<file path="src/rtl/read_arbiter.sv">
// Read arbiter: picks one of N requesting ports per cycle (strict priority or
// weighted round robin), issues the SRAM read, and returns the read data to
// the winning port after the SRAM latency using a {valid, port id} tag pipeline.
module read_arbiter #(
    parameter int arbiter_data_width = 256,
    parameter int num_of_ports       = 16,
    parameter int addr_width         = 12,
    parameter int rd_latency         = 2
) (
    input  logic                                 clk,
    input  logic                                 rst,
    input  logic                                 sp0_wrr1,
    input  logic [num_of_ports-1:0]              req_p,
    input  logic [num_of_ports*addr_width-1:0]   addr_p,
    input  logic [num_of_ports*4-1:0]            weight_p,
    output logic [num_of_ports-1:0]              gnt_p,
    output logic                                 sram_rd_en,
    output logic [addr_width-1:0]                sram_rd_addr,
    input  logic [arbiter_data_width-1:0]        sram_rd_data,
    output logic [arbiter_data_width-1:0]        data_out,
    output logic [num_of_ports-1:0]              data_vld_p
);

    localparam int N   = num_of_ports;
    localparam int AW  = addr_width;
    localparam int DW  = arbiter_data_width;
    localparam int L   = rd_latency;
    localparam int IDW = (N > 1) ? $clog2(N) : 1;

    // Request / grant stage
    logic [N-1:0]   r_gnt;
    logic           r_rd_en;
    logic [AW-1:0]  r_rd_addr;
    logic [IDW-1:0] r_gnt_id;

    // WRR state and mode tracking
    logic [IDW-1:0] r_ptr;
    logic [3:0]     r_credit;
    logic           r_mode;
    logic           r_mode_vld;

    // Tag pipeline and return stage
    logic           r_tag_vld [L];
    logic [IDW-1:0] r_tag_id  [L];
    logic [DW-1:0]  r_data;
    logic [N-1:0]   r_data_vld;

    // Combinational arbitration results
    logic           w_any;
    logic [IDW-1:0] w_sp_win;
    logic           w_sp_found;
    logic [IDW-1:0] w_rr_win;
    logic           w_rr_found;
    logic [3:0]     w_ptr_weight;
    logic [3:0]     w_ptr_lim;
    logic           w_ptr_req;
    logic           w_keep;
    logic [IDW-1:0] w_win;
    logic [N-1:0]   w_win_onehot;
    logic [AW-1:0]  w_win_addr;
    logic [N-1:0]   w_ret_onehot;
    logic           w_mode_change;

    // Strict priority: lowest-index requester wins.
    always_comb begin
        // NOTE: every combinational output gets a default first so no path
        // through the loop can leave it unassigned and infer a latch.
        w_sp_win   = '0;
        w_sp_found = 1'b0;
        for (int i = 0; i < N; i++) begin
            if (!w_sp_found && req_p[i]) begin
                w_sp_win   = IDW'(i);
                w_sp_found = 1'b1;
            end
        end
    end

    // Weight and request of the port currently holding the WRR pointer.
    always_comb begin
        w_ptr_weight = '0;
        w_ptr_req    = 1'b0;
        for (int i = 0; i < N; i++) begin
            if (IDW'(i) == r_ptr) begin
                w_ptr_weight = weight_p[i*4 +: 4];
                w_ptr_req    = req_p[i];
            end
        end
        // A zero weight still grants one read per turn.
        w_ptr_lim = (w_ptr_weight == 4'd0) ? 4'd1 : w_ptr_weight;
        w_keep    = w_ptr_req && (r_credit < w_ptr_lim);
    end

    // WRR hand-off: first requester circularly after ptr (ptr itself is last).
    always_comb begin
        int idx;
        w_rr_win   = r_ptr;
        w_rr_found = 1'b0;
        idx        = 0;
        for (int k = 1; k <= N; k++) begin
            idx = int'(r_ptr) + k;
            if (idx >= N) idx = idx - N;
            if (!w_rr_found && req_p[idx]) begin
                w_rr_win   = IDW'(idx);
                w_rr_found = 1'b1;
            end
        end
    end

    // Final winner, its one-hot grant and its address.
    always_comb begin
        w_any         = |req_p;
        w_mode_change = r_mode_vld && (sp0_wrr1 != r_mode);
        if (sp0_wrr1) w_win = w_keep ? r_ptr : w_rr_win;
        else          w_win = w_sp_win;
        w_win_onehot = '0;
        w_win_addr   = '0;
        for (int i = 0; i < N; i++) begin
            if (IDW'(i) == w_win) begin
                w_win_onehot[i] = 1'b1;
                w_win_addr      = addr_p[i*AW +: AW];
            end
        end
    end

    // One-hot of the port id leaving the last tag stage.
    always_comb begin
        w_ret_onehot = '0;
        for (int i = 0; i < N; i++) begin
            if (IDW'(i) == r_tag_id[L-1]) w_ret_onehot[i] = 1'b1;
        end
    end

    // Grant register, SRAM request and WRR pointer/credit update.
    always_ff @(posedge clk or posedge rst) begin
        if (rst) begin
            r_gnt      <= '0;
            r_rd_en    <= 1'b0;
            r_rd_addr  <= '0;
            r_gnt_id   <= '0;
            r_ptr      <= '0;
            r_credit   <= '0;
            r_mode     <= 1'b0;
            r_mode_vld <= 1'b0;
        end else begin
            // NOTE: state registers use non-blocking assignments so every
            // right-hand side sees the pre-edge value regardless of order.
            r_mode     <= sp0_wrr1;
            r_mode_vld <= 1'b1;
            if (w_any) begin
                r_gnt     <= w_win_onehot;
                r_rd_en   <= 1'b1;
                r_rd_addr <= w_win_addr;
                r_gnt_id  <= w_win;
            end else begin
                r_gnt   <= '0;
                r_rd_en <= 1'b0;
            end
            // A mode switch restarts the credit count; the pointer survives.
            // The grant on the switch edge does not advance WRR state.
            if (w_mode_change) begin
                r_credit <= '0;
            end else if (sp0_wrr1 && w_any) begin
                if (w_keep) begin
                    r_credit <= r_credit + 4'd1;
                end else begin
                    r_ptr    <= w_rr_win;
                    r_credit <= 4'd1;
                end
            end
        end
    end

    // Tag pipeline tracking each issued read through the SRAM latency.
    always_ff @(posedge clk or posedge rst) begin
        if (rst) begin
            // NOTE: the tag stages are reset (unlike a data RAM) so that reads
            // in flight at reset can never return after it is released.
            for (int k = 0; k < L; k++) begin
                r_tag_vld[k] <= 1'b0;
                r_tag_id[k]  <= '0;
            end
        end else begin
            r_tag_vld[0] <= r_rd_en;
            r_tag_id[0]  <= r_gnt_id;
            for (int k = L - 1; k >= 1; k--) begin
                r_tag_vld[k] <= r_tag_vld[k-1];
                r_tag_id[k]  <= r_tag_id[k-1];
            end
        end
    end

    // Return stage: capture SRAM data when the matching tag arrives.
    always_ff @(posedge clk or posedge rst) begin
        if (rst) begin
            r_data     <= '0;
            r_data_vld <= '0;
        end else if (r_tag_vld[L-1]) begin
            r_data     <= sram_rd_data;
            r_data_vld <= w_ret_onehot;
        end else begin
            r_data_vld <= '0;
        end
    end

    assign gnt_p        = r_gnt;
    assign sram_rd_en   = r_rd_en;
    assign sram_rd_addr = r_rd_addr;
    assign data_out     = r_data;
    assign data_vld_p   = r_data_vld;

endmodule

</file>
<file path="config.mk">
export PLATFORM = sky130hd
export DESIGN_NAME = read_arbiter
export DESIGN_NICKNAME = d
export VERILOG_FILES = /design/src/rtl/read_arbiter.sv
export SDC_FILE = /design/constraint.sdc
export NUM_CORES = 1
export LEC_CHECK = 0
export ABC_AREA = 0
export CAP_MARGIN = 20
export CORE_AREA = 2 2 320 322
export CTS_BUF_LIST = sky130_fd_sc_hd__clkbuf_4
export CTS_CLUSTER_DIAMETER = 150
export CTS_CLUSTER_SIZE = 40
export DETAILED_ROUTE_END_ITERATION = 8
export DIE_AREA = 0 0 322 324
export HOLD_SLACK_MARGIN = 0.15
export PLACE_DENSITY_LB_ADDON = 0.05
export SYNTH_ARGS = -nofsm -noshare
export SYNTH_HDL_FRONTEND = slang
export SYNTH_SLANG_ARGS = --single-unit
</file>
<file path="constraint.sdc">
create_clock -name clk -period 12.8 [get_ports clk]
set_clock_uncertainty 0.15 [all_clocks]
set_input_delay 2.56 -clock clk [delete_from_list [all_inputs] [get_ports clk]]
set_output_delay 2.56 -clock clk [all_outputs]
set_load 0.05 [all_outputs]
</file>
==> results of run 1 <==
==> synth_stat cells, types with 16 or more instances <==
master,n,share of area
nor3_1,29,0.0078
clkbuf_1,84,0.017
o22ai_1,56,0.019
a221o_1,20,0.011
dfrtp_1,325,0.44
o21ai_0,85,0.023
mux4_2,17,0.021
nor2_1,73,0.015
inv_1,28,0.0057
nor2b_1,16,0.0054
mux2_2,300,0.18
ha_1,18,0.012
a22oi_1,18,0.0073
a21oi_1,58,0.016
a221oi_1,27,0.013
nand2_1,128,0.026
mux2i_1,63,0.034
buf_2,19,0.0051
nand3_1,28,0.0075
==> cell type report <==
cell class / count / area (µm²) / area share
antenna: 13 / 32.5 / 0.00114
tap: 1309 / 1640 / 0.0574
inverter: 30 / 120 / 0.00421
timing repair buffer: 858 / 8540 / 0.299
sequential: 325 / 8140 / 0.285
multi-input combinational: 1218 / 9860 / 0.346
clock buffer: 14 / 105 / 0.00369
clock inverter: 3 / 90.1 / 0.00316
==> per-stage QoR <==
stage               hold slack [ps]  setup slack (ps)  utilization  instance area, µm²  std cells
floorplan                       181              1090            -               18600       1690
global placement                185              4000        0.280               28300       3739
detailed placement              188              3850        0.280               28300       3739
CTS                             214              4830        0.282               28500       3756
global route                    219              4410        0.282               28500       3762
finish                          225              4790        0.282               28500       3770
==> power by group <==
group	switching [W]	internal, W	leakage, nW
Clock	0.000367	0.0000657	0.0987
Sequential	0.0000627	0.00116	3.86
Combinational	0.00303	0.00169	6.97
Total	0.00346	0.00291	10.9
==> final timing paths <==
check	end	slack [ps]	depth (start not counted)
worst max-delay path	sram_rd_addr[10]$_DFFE_PP0N_	4790	20
worst min-delay path	r_tag_vld[0]$_DFF_PP0_	220	0
worst max register to register	sram_rd_addr[10]$_DFFE_PP0N_	4980	23
worst min register to register	r_tag_vld[0]$_DFF_PP0_	220	0
max in group asynchronous	data_out[91]$_DFFE_PP0P_	8940	3
min in group asynchronous	data_out[203]$_DFFE_PP0P_	2020	2
==> cells by family (layout without fill, tap and decap cells) <==
logic type      after synthesis  in the layout
buf+inv                     147            905
xor+xnor                     14             14
fa+ha+maj                    18             18
simple gates                369            369
other cells                   1             14
mux                         385            385
compound gates              431            431
flops                       325            325
==> worst max-delay path: stages <==
cell,delay [ps]
clkdlybuf4s50_1,470
nand3b_1,100
and3_1,190
o2111a_1,180
a31oi_1,60
a221oi_1,520
inv_1,90
ha_1,340
nand2_1,60
o311ai_0,350
o311a_1,350
nor2_1,180
or4_1,560
o211ai_1,220
buf_4,390
a21o_1,680
o32ai_2,420
a21o_1,260
a2111oi_0,440
a21oi_1,140
==> layer usage <==
layer  GRT usage  up-vias  routed length, µm
met3      0.0501      123               7590
met1       0.215     8767              39200
met2       0.356      656              54700
met5           0        -                239
li1            -     7872                  -
met4      0.0277       36               1470
==> registers in the layout, indices dropped and copies added, names as in the netlist <==
signal,cells
r_mode_vld,1
gnt_p,16
r_gnt_id,4
data_out,256
r_tag_vld,2
sram_rd_addr,12
r_ptr,4
r_tag_id,8
data_vld_p,16
sram_rd_en,1
r_credit,4
r_mode,1
==> reports/metrics.cfg, run 1 <==
[run_status]
status=finished clean

[placement]
gp_congestion=0.849
place_hpwl_mm=83.2
portBuffers=831

[clocking]
clock_path_buffers=3
cts_sinks=325
cts.hold.buffers_added=0
htreeDepth=1
cts_resized=0
numCtsBuffers=13
clock_latency_ps=820
cts_setup_buffers=0
cts_tree=done
clk_pin_slew_ps=430
cts_root_buf=clkbuf_4

[global_routing]
grt_usage=0.189
grt_pass1_vias=17600
grt_pass1_wl_mm=142
grt_start_max_net_pins=92
grt-ovfl-total=0
antenna_found_initial=48

[yosys]
synth_warnings=0
synth_ff_type=dfrtp_1
synth_seq_cells=325
synth_simple_gate_area_frac=0.100
postSynthCellCount=1690
synth-edff-count=0
syn_area_um2=18600
synthAdderAreaFrac=0.0121
seq_area_frac_synth=0.438
synth.area.mux_share=0.241
synth-xor-area-share=0.00781
ys_types=107
synth_top_family_by_area=multiplexers
synth_fp_nets=2239
synth_compound_area_frac=0.167
synthArstFlopShare=1.00
avgSynthCellArea_um2=11.0

[timing]
worst_pin_slew_ps=1080
setup_viol=0
rsz0062_at_grt=false
max_freq_mhz=125
layout_min_cycle_time_ps=8010
fin_crit_sh=0.626
hold_viol=0
slew_headroom=0.280
final_max_slew_viol_count=0
finalSetupTns_ps=0

[flow_run]
maxCapViolCount=0

[route]
drcViolationCount=0
vias_per_cell=4.63
wire_per_inst_um=27.4
wl_mm=103
drt.antenna.violating_nets=0
routed-via-count=17500
dr.pass1.iters=7
drt-initial-drc-count=937

[die]
top_level_ports=832
die_w_um=322
start_util=0.184
die_area_um2=104000
dieHeight_um=324
rows=117
core-area_um2=101000

[setup_path]
cp.required_ps=13370
crit_start=weight_p[34]
crit_fanout=30
endpoint_kind=register
cp.arrival_ps=8580
r2r_start=r_ptr[1]$_DFFE_PP0P_
crit_type=in2reg
startpoint_type=primary input

[finish]
final_cell_mix=clkdlybuf4s50_1 (830), dfrtp_1 (323), mux2_2 (300)
fin_nets=2995
drive_above_1_share=0.172
final_common_cell=clkdlybuf4s50_1
fill_cells=10600
syn_to_final_growth_pct=53.5

[pwr]
leakage_nw=10.9
power.total_w=0.00637
p_per_area_nw_per_um2=223
vdd_ir_drop_max_uv=192

[hold_path]
min_from=r_tag_vld[1]$_DFF_PP0_
hold_class=reg2reg

(Power assumes the default switching activity.)
==> run 2, diff against run 1 <==
==> constraint.sdc (replaced) <==
create_clock -name clk -period 8.27 [get_ports clk]
set_clock_uncertainty 0.15 [all_clocks]
set_input_delay 1.654 -clock clk [delete_from_list [all_inputs] [get_ports clk]]
set_output_delay 1.654 -clock clk [all_outputs]
set_load 0.05 [all_outputs]
==> reports/metrics.cfg, run 2 (synthesis gave the netlist of run 1 again) <==
[setup_path]
endpoint_kind=register  ; unchanged
reg2regPathDepth=16  ; was 23
startpoint_type=register  ; was primary input
reg2reg_slack_ps=1230  ; was 4980 ps
crit_top_cell=a21oi_1  ; was a21o_1
cp_slowest_cell=dfrtp_1  ; was a21o_1
crit_fanout=22  ; was 30
r2r-end=sram_rd_addr[9]$_DFFE_PP0N_  ; was sram_rd_addr[10]$_DFFE_PP0N_
crit_buf_inv=1  ; was 3
cp.required_ps=8960  ; was 13370 ps
cp.arrival_ps=7740  ; was 8580 ps
r2r_start=r_ptr[1]$_DFFE_PP0P_  ; unchanged
max_stage_delay_ps=910  ; was 680 ps
crit_chain=ha_1, buf_4, xor2_1, mux2i_2, o211ai_1, nor3_4, nand4bb_4, nand4b_1, and2_1, o21ai_1, a31o_1, nand2_2, nor3_1, a221o_1, a21oi_1, a21oi_1  ; was clkdlybuf4s50_1, nand3b_1, and3_1, o2111a_1, a31oi_1, a221oi_1, inv_1, ha_1, nand2_1, o311ai_0, o311a_1, nor2_1, or4_1, o211ai_1, buf_4, a21o_1, o32ai_2, a21o_1, a2111oi_0, a21oi_1
crit_type=reg2reg  ; was in2reg
critPathTopFamily=simple AND/OR/NAND/NOR gates  ; was compound AO/OA/AOI/OAI gates

[die]
die_w_um=322  ; unchanged
start_util=0.184  ; unchanged
core-area_um2=101000  ; unchanged
rows=117  ; unchanged
top_level_ports=832  ; unchanged
die_area_um2=104000  ; unchanged
dieHeight_um=324  ; unchanged

[clocking]
cts_root_buf=clkbuf_4  ; unchanged
htreeDepth=1  ; unchanged
cts_sinks=325  ; unchanged
cts_setup_buffers=0  ; unchanged
cts.hold.buffers_added=0  ; unchanged
clock_latency_ps=870  ; was 820 ps
cts_tree=done  ; unchanged
cts_resized=0  ; unchanged
numCtsBuffers=13  ; unchanged
clock_path_buffers=3  ; unchanged
clk_pin_slew_ps=390  ; was 430 ps

[route]
drt.antenna.violating_nets=0  ; unchanged
routed-via-count=17500  ; about the same
dr.pass1.iters=5  ; was 7
vias_per_cell=4.63  ; about the same
wire_per_inst_um=26.9  ; was 27.4 µm
wl_mm=102  ; was 103 mm
drt-initial-drc-count=919  ; was 937
drcViolationCount=0  ; unchanged

[timing]
finalSetupTns_ps=0  ; unchanged
worst_pin_slew_ps=1180  ; was 1080 ps
max_freq_mhz=142
final_max_slew_viol_count=0  ; unchanged
setup_viol=0  ; unchanged
hold_viol=0  ; unchanged
layout_min_cycle_time_ps=7040
slew_headroom=0.213  ; was 0.280
fin_crit_sh=0.851
rsz0062_at_grt=false  ; unchanged
final.setup.worst_slack_ps=1230  ; was 4790 ps

[placement]
gp_congestion=0.877  ; was 0.849
placed_cell_area_um2=28400  ; was 28300 µm²
portBuffers=831  ; unchanged
place_hpwl_mm=83.2  ; about the same
place_ws_ps=774  ; was 3850 ps

[global_routing]
antenna_found_initial=34  ; was 48
grt_usage=0.184  ; was 0.189
grt_start_max_net_pins=140  ; was 92
grt_pass1_wl_mm=139  ; was 142 mm
grt_pass1_vias=17500  ; was 17600
grt-ovfl-total=0  ; unchanged

[pwr]
leakage_nw=11.0  ; was 10.9 nW
vdd_ir_drop_max_uv=295  ; was 192 µV
p_per_area_nw_per_um2=347  ; was 223 nW/µm²

[hold_path]
hold_class=reg2reg  ; unchanged
min_to=r_tag_id[2]$_DFF_PP0_  ; was r_tag_vld[0]$_DFF_PP0_
min_from=r_tag_id[6]$_DFF_PP0_  ; was r_tag_vld[1]$_DFF_PP0_
hold_path_depth=0  ; unchanged

[finish]
largest_reg_flops=256  ; unchanged
finish.utilization=0.283  ; was 0.282
fin_area_um2=28600  ; was 28500 µm²
syn_to_final_growth_pct=53.9  ; was 53.5%
fin_nets=3013  ; was 2995
drive_above_1_share=0.178  ; was 0.172
final_common_cell=clkdlybuf4s50_1  ; unchanged
final_cell_mix=clkdlybuf4s50_1 (830), dfrtp_1 (323), mux2_2 (300)  ; unchanged

[flow_run]
maxCapViolCount=0  ; unchanged

[run_status]
status=finished clean  ; unchanged

## run 2: changes by cell type in the layout (fill, tap and decap cells not counted), moves of 2 or more
cell | before | now
diode_2 | 13 | 2
a21oi_4 | 2 | 0
buf_4 | 26 | 44
a21oi_2 | 1 | 3
## run 2: per-layer routing
metal  vias to the layer above  wire length (µm)  GRT usage
li1                       7899                 -          -
met1                      8799             39200      0.213
met2                       678             53800      0.350
met3                       102              7550     0.0473
met4                        18               998     0.0161
met5                         -               124          0
## run 2: worst max-delay path by stage
| stage | from | to | slack [ps] | depth (start not counted) |
|---|---|---|---|---|
| final | r_ptr[1]$_DFFE_PP0P_ | sram_rd_addr[9]$_DFFE_PP0N_ | 1230 | 16 |
| after global routing | r_ptr[0]$_DFFE_PP0P_ | sram_rd_addr[9]$_DFFE_PP0N_ | 670 | 19 |
| after CTS | r_ptr[1]$_DFFE_PP0P_ | sram_rd_addr[9]$_DFFE_PP0N_ | 1120 | 21 |
| after detailed placement | weight_p[34] | sram_rd_addr[9]$_DFFE_PP0N_ | 770 | 20 |
| after global placement | weight_p[22] | sram_rd_addr[9]$_DFFE_PP0N_ | 840 | 19 |
| after floorplan | rst | data_out[0]$_DFFE_PP0P_ | 2130 | 1 |
## run 2: metrics by stage
stage	total power, W	hold slack [ps]	instances
floorplan	0.00679	181	1690
global placement	0.00932	190	3757
detailed placement	0.00927	185	3757
CTS	0.00999	248	3775
global route	0.0106	253	3777
finish	0.00991	246	3778
## run 2: where the power goes
group / switching [W] / internal [W] / total, W
clock network: 0.000564 / 0.000100 / 0.000664
logic: 0.00460 / 0.00271 / 0.00732
registers: 0.000139 / 0.00179 / 0.00193
total: 0.00531 / 0.00460 / 0.00991
## run 2: layout make-up
| cell class | count | area, µm² |
|---|---|---|
| diodes | 2 | 5.00 |
| clock buffers | 14 | 105 |
| clock inverters | 4 | 80.1 |
| fillers | 10500 | 72400 |
| inverters | 30 | 116 |
| multi-input cells | 1218 | 9850 |
| flip-flops and latches | 325 | 8140 |
| well taps | 1309 | 1640 |
| repair buffers | 876 | 8660 |
